File: src/rtl/frame_sequencer.sv
// Runs a programmable number of fixed-length frames and emits per-frame
// programmable trigger pulses, with a start/busy/done handshake, stall and abort.
module frame_sequencer #(
    parameter int CNT_W  = 8,
    parameter int PERIOD = 91,
    parameter int N_TAP  = 4,
    parameter int IT_W   = 8
) (
    input  logic                   clk,
    input  logic                   rst,
    input  logic                   start,
    input  logic                   abort,
    input  logic                   en,
    input  logic [IT_W-1:0]        iters,
    input  logic [N_TAP*CNT_W-1:0] tap_at,
    output logic [CNT_W-1:0]       count,
    output logic [IT_W-1:0]        frame_idx,
    output logic [N_TAP-1:0]       tap_pulse,
    output logic                   frame_start,
    output logic                   busy,
    output logic                   done
);
    typedef enum logic [1:0] {IDLE, RUN, DONE} state_t;

    localparam logic [CNT_W-1:0] LAST_COUNT = CNT_W'(PERIOD - 1);

    state_t                   state_q;
    logic [CNT_W-1:0]         count_q;
    logic [IT_W-1:0]          frameIdx_q;
    logic [N_TAP-1:0]         tapPulse_q;
    logic                     frameStart_q;
    logic                     busy_q;
    logic                     done_q;
    logic [IT_W-1:0]          iters_q;
    logic [N_TAP*CNT_W-1:0]   tapAt_q;

    logic [N_TAP-1:0]         tapHit_d;
    logic                     atLast_d;
    logic                     finalFrame_d;

    always_comb begin
        tapHit_d = '0;
        for (int i = 0; i < N_TAP; i++) begin
            tapHit_d[i] = (count_q == tapAt_q[i*CNT_W +: CNT_W]);
        end
    end

    // A latched iteration count of zero means run until aborted.
    assign atLast_d     = (count_q == LAST_COUNT);
    assign finalFrame_d = (iters_q != '0) && (frameIdx_q == (iters_q - 1'b1));

    always_ff @(posedge clk or negedge rst) begin
        if (!rst) begin
            state_q      <= IDLE;
            count_q      <= '0;
            frameIdx_q   <= '0;
            tapPulse_q   <= '0;
            frameStart_q <= 1'b0;
            busy_q       <= 1'b0;
            done_q       <= 1'b0;
            iters_q      <= '0;
            tapAt_q      <= '0;
        end else begin
            tapPulse_q   <= '0;
            frameStart_q <= 1'b0;
            done_q       <= 1'b0;
            case (state_q)
                IDLE: begin
                    if (start && !abort) begin
                        state_q      <= RUN;
                        busy_q       <= 1'b1;
                        iters_q      <= iters;
                        tapAt_q      <= tap_at;
                        count_q      <= '0;
                        frameIdx_q   <= '0;
                        frameStart_q <= 1'b1;
                    end
                end
                RUN: begin
                    if (abort) begin
                        state_q    <= IDLE;
                        busy_q     <= 1'b0;
                        count_q    <= '0;
                        frameIdx_q <= '0;
                    end else if (en) begin
                        tapPulse_q <= tapHit_d;
                        if (atLast_d) begin
                            count_q <= '0;
                            if (finalFrame_d) begin
                                state_q    <= DONE;
                                busy_q     <= 1'b0;
                                done_q     <= 1'b1;
                                frameIdx_q <= '0;
                            end else begin
                                frameIdx_q   <= frameIdx_q + 1'b1;
                                frameStart_q <= 1'b1;
                            end
                        end else begin
                            count_q <= count_q + 1'b1;
                        end
                    end
                end
                DONE: begin
                    state_q <= IDLE;
                end
                default: begin
                    state_q <= IDLE;
                end
            endcase
        end
    end

    assign count       = count_q;
    assign frame_idx   = frameIdx_q;
    assign tap_pulse   = tapPulse_q;
    assign frame_start = frameStart_q;
    assign busy        = busy_q;
    assign done        = done_q;
endmodule

File: config.mk
export PLATFORM = sky130hd
export DESIGN_NAME = frame_sequencer
export DESIGN_NICKNAME = d
export VERILOG_FILES = /design/src/rtl/frame_sequencer.sv
export SDC_FILE = /design/constraint.sdc
export NUM_CORES = 1
export LEC_CHECK = 0
export CORE_MARGIN = 3
export CORE_UTILIZATION = 30
export DETAILED_ROUTE_END_ITERATION = 12
export GPL_ROUTABILITY_DRIVEN = 0
export GPL_TIMING_DRIVEN = 0
export PLACE_DENSITY = 0.49
export SYNTH_ARGS = -nofsm -noshare
export SYNTH_HDL_FRONTEND = slang
export SYNTH_SLANG_ARGS = --single-unit
File: constraint.sdc
create_clock -name clk -period 2.65 [get_ports clk]
set_input_delay 0.265 -clock clk [delete_from_list [all_inputs] [get_ports clk]]
set_output_delay 0.265 -clock clk [all_outputs]
set_load 0.01 [all_outputs]
Word-level counts from Yosys, hierarchy flattened. Index checks and enable logic that the tools add are counted. W data, S select, Z words.

Mux-type cells: 36. Add/subtract/negate cells: 3. Reduce and logical (&&, ||, !) cells: 11. Equality and inequality tests: 11.

Operator list (count): $mux W8 (8); $eq A8 B8 Y1 (5); $pmux W8 S2 (2); $add A8 B1 Y8 const B (2); $mux W1 (15); $mux W4 (3); $mux W2 (5); $ne A3 B3 Y1 const B (3); $eq A8 B7 Y1 const B (1); $reduce_and A4 Y1 (2); $reduce_bool A8 Y1 (1); $sub A8 B1 Y8 const B (1); $reduce_and A5 Y1 (1); $pmux W1 S2 (2); $pmux W2 S2 (1); $reduce_and A3 Y1 (1); $eq A2 B1 Y1 const B (1); $logic_and A1 B1 Y1 (2); $logic_not A2 Y1 (1); $ne A2 B2 Y1 const B (1); $reduce_and A2 Y1 (1); $reduce_bool A2 Y1 (1); $logic_not A1 Y1 (1).

Logic and storage cells: 70. Output and inout bits: 23. Register bits after elaboration: 65. Input bits: 45.

Longest topological paths before layout. Gate-level depths: netlist of the first run.

Depth in word-level cells: 8. Mapped depth: 10. Mapped depth without buffers: 8.

Least setup slack after synthesis of the first run. Ideal clock, no wire load.

Kind: register to register. Start: reg iters_q[0]. End: reg frameIdx_q[5] (netlist: frame_idx[5]). Path buffers: 0. Cell stages (with the launch flop): 9. Path slack: 0.240 ns. Arrival time: 2.309 ns. Period minus slack after synthesis: 2.410 ns. Setup time: 0.101 ns. Data required time: 2.549 ns. Cells stage by stage: dfrtp_1 -> inv_1 -> ha_1 -> or4b_4 -> o31a_1 -> o211a_1 -> o2111ai_4 -> nand3_4 -> o311ai_2.

Longest elaborated chain between the ends: 8. Elaborated cells on any way between the ends: 9. Those cells by class: add/sub (1); eq/ne (1); mux (5); reduce/logical (2).

Ends and longest elaborated chain: start: declaration (line 34) `logic [IT_W-1:0] iters_q;`; start signal: assignment (line 72) `iters_q <= iters;`; $sub A8 B1 Y8 (line 50) `assign finalFrame_d = (iters_q != '0) && (frameIdx_q == (iters_q - 1'b1));`; $eq A8 B8 Y1 (line 50); $logic_and A1 B1 Y1 (*) (line 50); $mux W8 (*) (line 89) `if (finalFrame_d) begin`; $mux W8 (*) (line 87) `if (atLast_d) begin`; $mux W8 (*) (line 85) `end else if (en) begin`; $mux W8 (*) (line 80) `if (abort) begin`; $pmux W8 S2 (*) (line 67) `case (state_q)`; end signal: assignment (line 95) `frameIdx_q <= frameIdx_q + 1'b1;`; end: declaration (line 29) `logic [IT_W-1:0] frameIdx_q;`.

Every way passes the cells marked *; elsewhere a longest branch is shown, timed or not. The select of a mux whose other input is x is not followed. A chain may end at the register's enable or synchronous reset.

Worst setup path in the final report of the first run.
Start: reg iters_q[0]. End: reg frameIdx_q[7] (netlist: frame_idx[7]).

The elaborated chain is that of the path after synthesis.

==> results.md, run 1 <==
* Area after detailed placement at 4154 sq um
* Worst-skew pair later-pin latency at between 0.3 and 0.4 ns
* Area contributors post-synth: sky130_fd_sc_hd__dfrtp_1, sky130_fd_sc_hd__mux2_2, sky130_fd_sc_hd__xnor2_1
* Final period utilization at 0.9480
* First drt pass iteration count at 4
* CTS Sinks at between 60 and 70
* Share of final-layout standard cells stronger than drive strength 1 at 0.1905
* Internal power of the cells at between 2 and 3 mW
* Wire length after detailed routing at 7.833 mm
* Unrepaired setup endpoints after global routing: false
* Non-Filler Cell Area, Final at between 4000 and 5000 sq um
* Avg Inst Size Synth at 11.28 sq um
* Maximum number of pins on one net before global-route repair at 66
* Worst Max-Slew Pin Slew at about 0.85 ns
* Relative contribution of combinational cells to total power at 0.350
* Endpoint kind of the worst setup timing path: register
* Number of flops mapped to enable cells by yosys at 0
* Post-DRT Antenna Nets at 0
* Number of vias in the routed layout at 2,409
* CTS H-Tree Depth at 3
* Startpoint of the worst-slack reg-to-reg timing path: iters_q[0]
* Number of primary I/O pins at slightly below 70
* Die width at ~110 um
* Rows at 37
* Starting utilization of the core area at 0.3141
* Clk pwr share at 0.234
* Worst setup slack after placement at -0.3453 ns
* Area fraction in and, or, nand and nor cells after synthesis at 0.1374
* Mapped Nets at between 300 and 400
* DRC violations left at 0
* Wire length of the first global-routing pass at 13.23 mm
* Max Freq at 398.1 MHz
* Yosys synthesis warning count at 0
* Number of nets in the layout at roughly 420
* Data arrival at the endpoint of the critical path at around 2.8 ns
* Layout Skew at between 0.005 and 0.006 ns
* Number of storage elements in the synthesis netlist at 65
* Xor/xnor share of the synthesized area at 0.1162
* Delay of the slowest cell on the worst path at about 0.47 ns
* Required time of the critical path at 2.89 ns
* Drt wl/cell at 15.24 um
* Final critical-path required period at roughly 2.5 ns
* Number of max-capacitance violations reported at 0
* Cell at the root of the clock tree: sky130_fd_sc_hd__clkbuf_8
* Final count of negative-setup-slack endpoints at 0
* Hold violation count in the final report at 0
* Number of cells produced by synthesis at approximately 290
* VDD IR-drop max at ~0.00037 V
* Overflow left after global routing at 0
* Most common flop cell mapped by yosys: sky130_fd_sc_hd__dfrtp_1
* Post-route core utilization at 0.4163
* Part of the Yosys area used for sequential elements at 0.4906
* Power Total at between 3 and 4 mW
* CTS clk-pin slew, worst paths at about 0.070 ns
* Buffering stage count on the worst path with inverters included at 1
* Lkg Pwr at 1.660 nW
* Full die area at ~12,000 sq um
* Category of the critical setup timing path: reg2reg
* Core area at between 10,000 and 15,000 sq um
* Total of hold buffers inserted after clock tree synthesis at 0
* TritonCTS clock tree: built
* Multiplexer fraction of the synthesized cell area at 0.1291
* Largest family of logic cells by synthesized area: simple AND/OR/NAND/NOR gates
* Number of global-route vias before repair at approximately 2,500
* Share of flip-flops with an asynchronous set or reset after synthesis at 1.000
* Critical Path Fanout Max at 5
* Crit path launch: iters_q[0]
* Complex-gate fraction of the synthesized area at 0.08453
* Power spent charging and discharging nets at ~1.2 mW
* Cell family with the largest share of critical-path delay: compound AO/OA/AOI/OAI gates
* Post-synth cell types at 46
* Max-slew violation count at 0
* Count of port buffers added during placement at between 60 and 70
* Pwr Density at just under 900 nW/um^2
* DR vias/cell at roughly 4.7
* Height of the die at around 110 um
* Slew HR at 0.4307
* Sequential share of power at 0.417
* Fraction of power spent switching nets at 0.3188
* Library cell with the largest summed area after synthesis: sky130_fd_sc_hd__dfrtp_1
* Cells along the critical path: inv_1 -> ha_4 -> or4b_4 -> o31a_1 -> o211a_1 -> o2111ai_4 -> nand3_4 -> o311ai_2
* Initial drt markers at 66
* Global router's overall resource usage at 0.1350
* Number of CTS-inserted buffers at 9
* Min-Delay Path Class: in2async
* Cell with the largest stage delay on the worst path: sky130_fd_sc_hd__or4b_4
* Status: finished clean
* Number of fillers in the final layout at 1,065
* Post-Syn Area at 3316 sq um
* Area share of the largest cell type after synthesis at 0.4906
* Final antenna diode count at 0
* Type of element launching the critical path: register
* Max clock buf depth at 2
* Layout Area Growth over Synthesis at 32.53%
* Post-detail-place hpwl at around 5.6 mm
* Synth Area in Adders at 0.01509
* Post-route setup slack at ~0.14 ns
* Number of antenna violations at the first check in global routing at 0
cell families after synthesis:
family / after synthesis
AOI/OAI and AO/OA: 37
DFF: 65
adders and majority gates: 4
and+or+nand+nor: 84
xor gates and xnor gates: 44
buffers and inverters: 22
muxes: 38
area by class of cell:
| type | count | area, sq um | area share |
|---|---|---|---|
| repair buffers | 69 | 683.2 | 0.1555 |
| clock buffers | 10 | 127.6 | 0.02904 |
| multi-input cells | 207 | 1617 | 0.3679 |
| plain buffers | 15 | 65.06 | 0.01481 |
| flip-flops and latches | 65 | 1627 | 0.3702 |
| clock inverters | 6 | 82.58 | 0.01879 |
| well taps | 136 | 170.2 | 0.03872 |
| inverters | 6 | 22.52 | 0.005125 |
repair_timing:
item,CTS,global route
pin swaps,1,2
gates resized for setup,1,5
setup endpoints to repair,18,9
buffers inserted,2,0
cell usage in the layout (no fill, tap or decap), drive strengths merged, types with 6 or more instances in the layout:
| cell | instances |
|---|---|
| dfrtp | 65 |
| mux2 | 38 |
| nor3 | 11 |
| inv | 6 |
| nand2 | 21 |
| nand3 | 9 |
| clkdlybuf4s50 | 66 |
| clkbuf | 23 |
| nor2 | 12 |
| xnor2 | 40 |
| nand4 | 12 |
| o21ai | 13 |
final timing paths:
| check | end | slack, ns | depth (start not counted) |
|---|---|---|---|
| max in group asynchronous | count[5] | 2.05 | 1 |
| min | busy | 0.02 | 1 |
| max | frame_idx[7] | 0.14 | 8 |
| max reg2reg | frame_idx[7] | 0.14 | 8 |
| min in group clk | iters_q[1] | 0.49 | 3 |
| min reg2reg | tapAt_q[8] | 0.53 | 1 |
synth_stat cells, types with 2 or more instances:
cell type	n
sky130_fd_sc_hd__o21ai_0	9
sky130_fd_sc_hd__a31oi_1	3
sky130_fd_sc_hd__nand2_1	21
sky130_fd_sc_hd__mux2_2	38
sky130_fd_sc_hd__o21ai_1	4
sky130_fd_sc_hd__ha_1	4
sky130_fd_sc_hd__xor2_1	4
sky130_fd_sc_hd__nand3_1	8
sky130_fd_sc_hd__dfrtp_1	65
sky130_fd_sc_hd__clkbuf_1	14
sky130_fd_sc_hd__nor3b_1	2
sky130_fd_sc_hd__and3_1	2
sky130_fd_sc_hd__nor2_1	12
sky130_fd_sc_hd__o22ai_1	2
sky130_fd_sc_hd__and2_1	2
sky130_fd_sc_hd__o31ai_1	2
sky130_fd_sc_hd__xnor2_1	40
sky130_fd_sc_hd__or2_2	2
sky130_fd_sc_hd__inv_1	6
sky130_fd_sc_hd__o311ai_2	2
sky130_fd_sc_hd__a21oi_1	4
sky130_fd_sc_hd__nor3_1	11
sky130_fd_sc_hd__nor2b_1	3
sky130_fd_sc_hd__nand4_1	12
state kept, by name, indices dropped and copies added (netlist names):
| name | cells |
|---|---|
| tapAt_q | 32 |
| count | 8 |
| frame_idx | 8 |
| iters_q | 8 |
| tap_pulse | 4 |
| state_q | 2 |
| busy | 1 |
| done | 1 |
| frame_start | 1 |
metal layers:
metal	track usage	part of all wire	routed length (um)
met5	0	0	0
met3	0.04476	0.053	412
met4	0.03163	0.0064	50
met2	0.2273	0.48	3796
met1	0.1681	0.46	3574
worst reg2reg max path: stages, from the launching register on:
cell and delay, ns:
sky130_fd_sc_hd__dfrtp_1 0.40, sky130_fd_sc_hd__inv_1 0.14, sky130_fd_sc_hd__ha_4 0.17, sky130_fd_sc_hd__or4b_4 0.47, sky130_fd_sc_hd__o31a_1 0.25, sky130_fd_sc_hd__o211a_1 0.25, sky130_fd_sc_hd__o2111ai_4 0.30, sky130_fd_sc_hd__nand3_4 0.15
sky130_fd_sc_hd__o311ai_2 0.30
power groups by stage:
stage / registers (mW) / clock network [mW] / logic [mW]
3_5_place_dp: 1.65 / 0 / 1.35
3_3_place_gp: 1.64 / 0 / 1.33
5_1_grt: 1.68 / 0.982 / 1.52
2_1_floorplan: 1.59 / 0 / 1.03
4_1_cts: 1.63 / 0.943 / 1.36
6_report: 1.62 / 0.908 / 1.36
metrics by stage:
| step | hold WS (ns) | cells | TNS [ns] |
|---|---|---|---|
| 2_1_floorplan | -0.03059 | 294 | 0 |
| 3_3_place_gp | 0.5113 | 497 | -79.69 |
| 3_5_place_dp | 0.4399 | 497 | -10.05 |
| 4_1_cts | 0.06451 | 515 | 0 |
| 5_1_grt | 0.09945 | 514 | 0 |
| 6_report | 0.01807 | 514 | 0 |
No activity file was read; power rests on OpenSTA's default activity.
==> run 2: changes to the inputs <==
Settings changed: CAP_MARGIN set to 15.
==> results of run 2 <==
The final DEF is identical to that of run 1; final timing and power are the same.
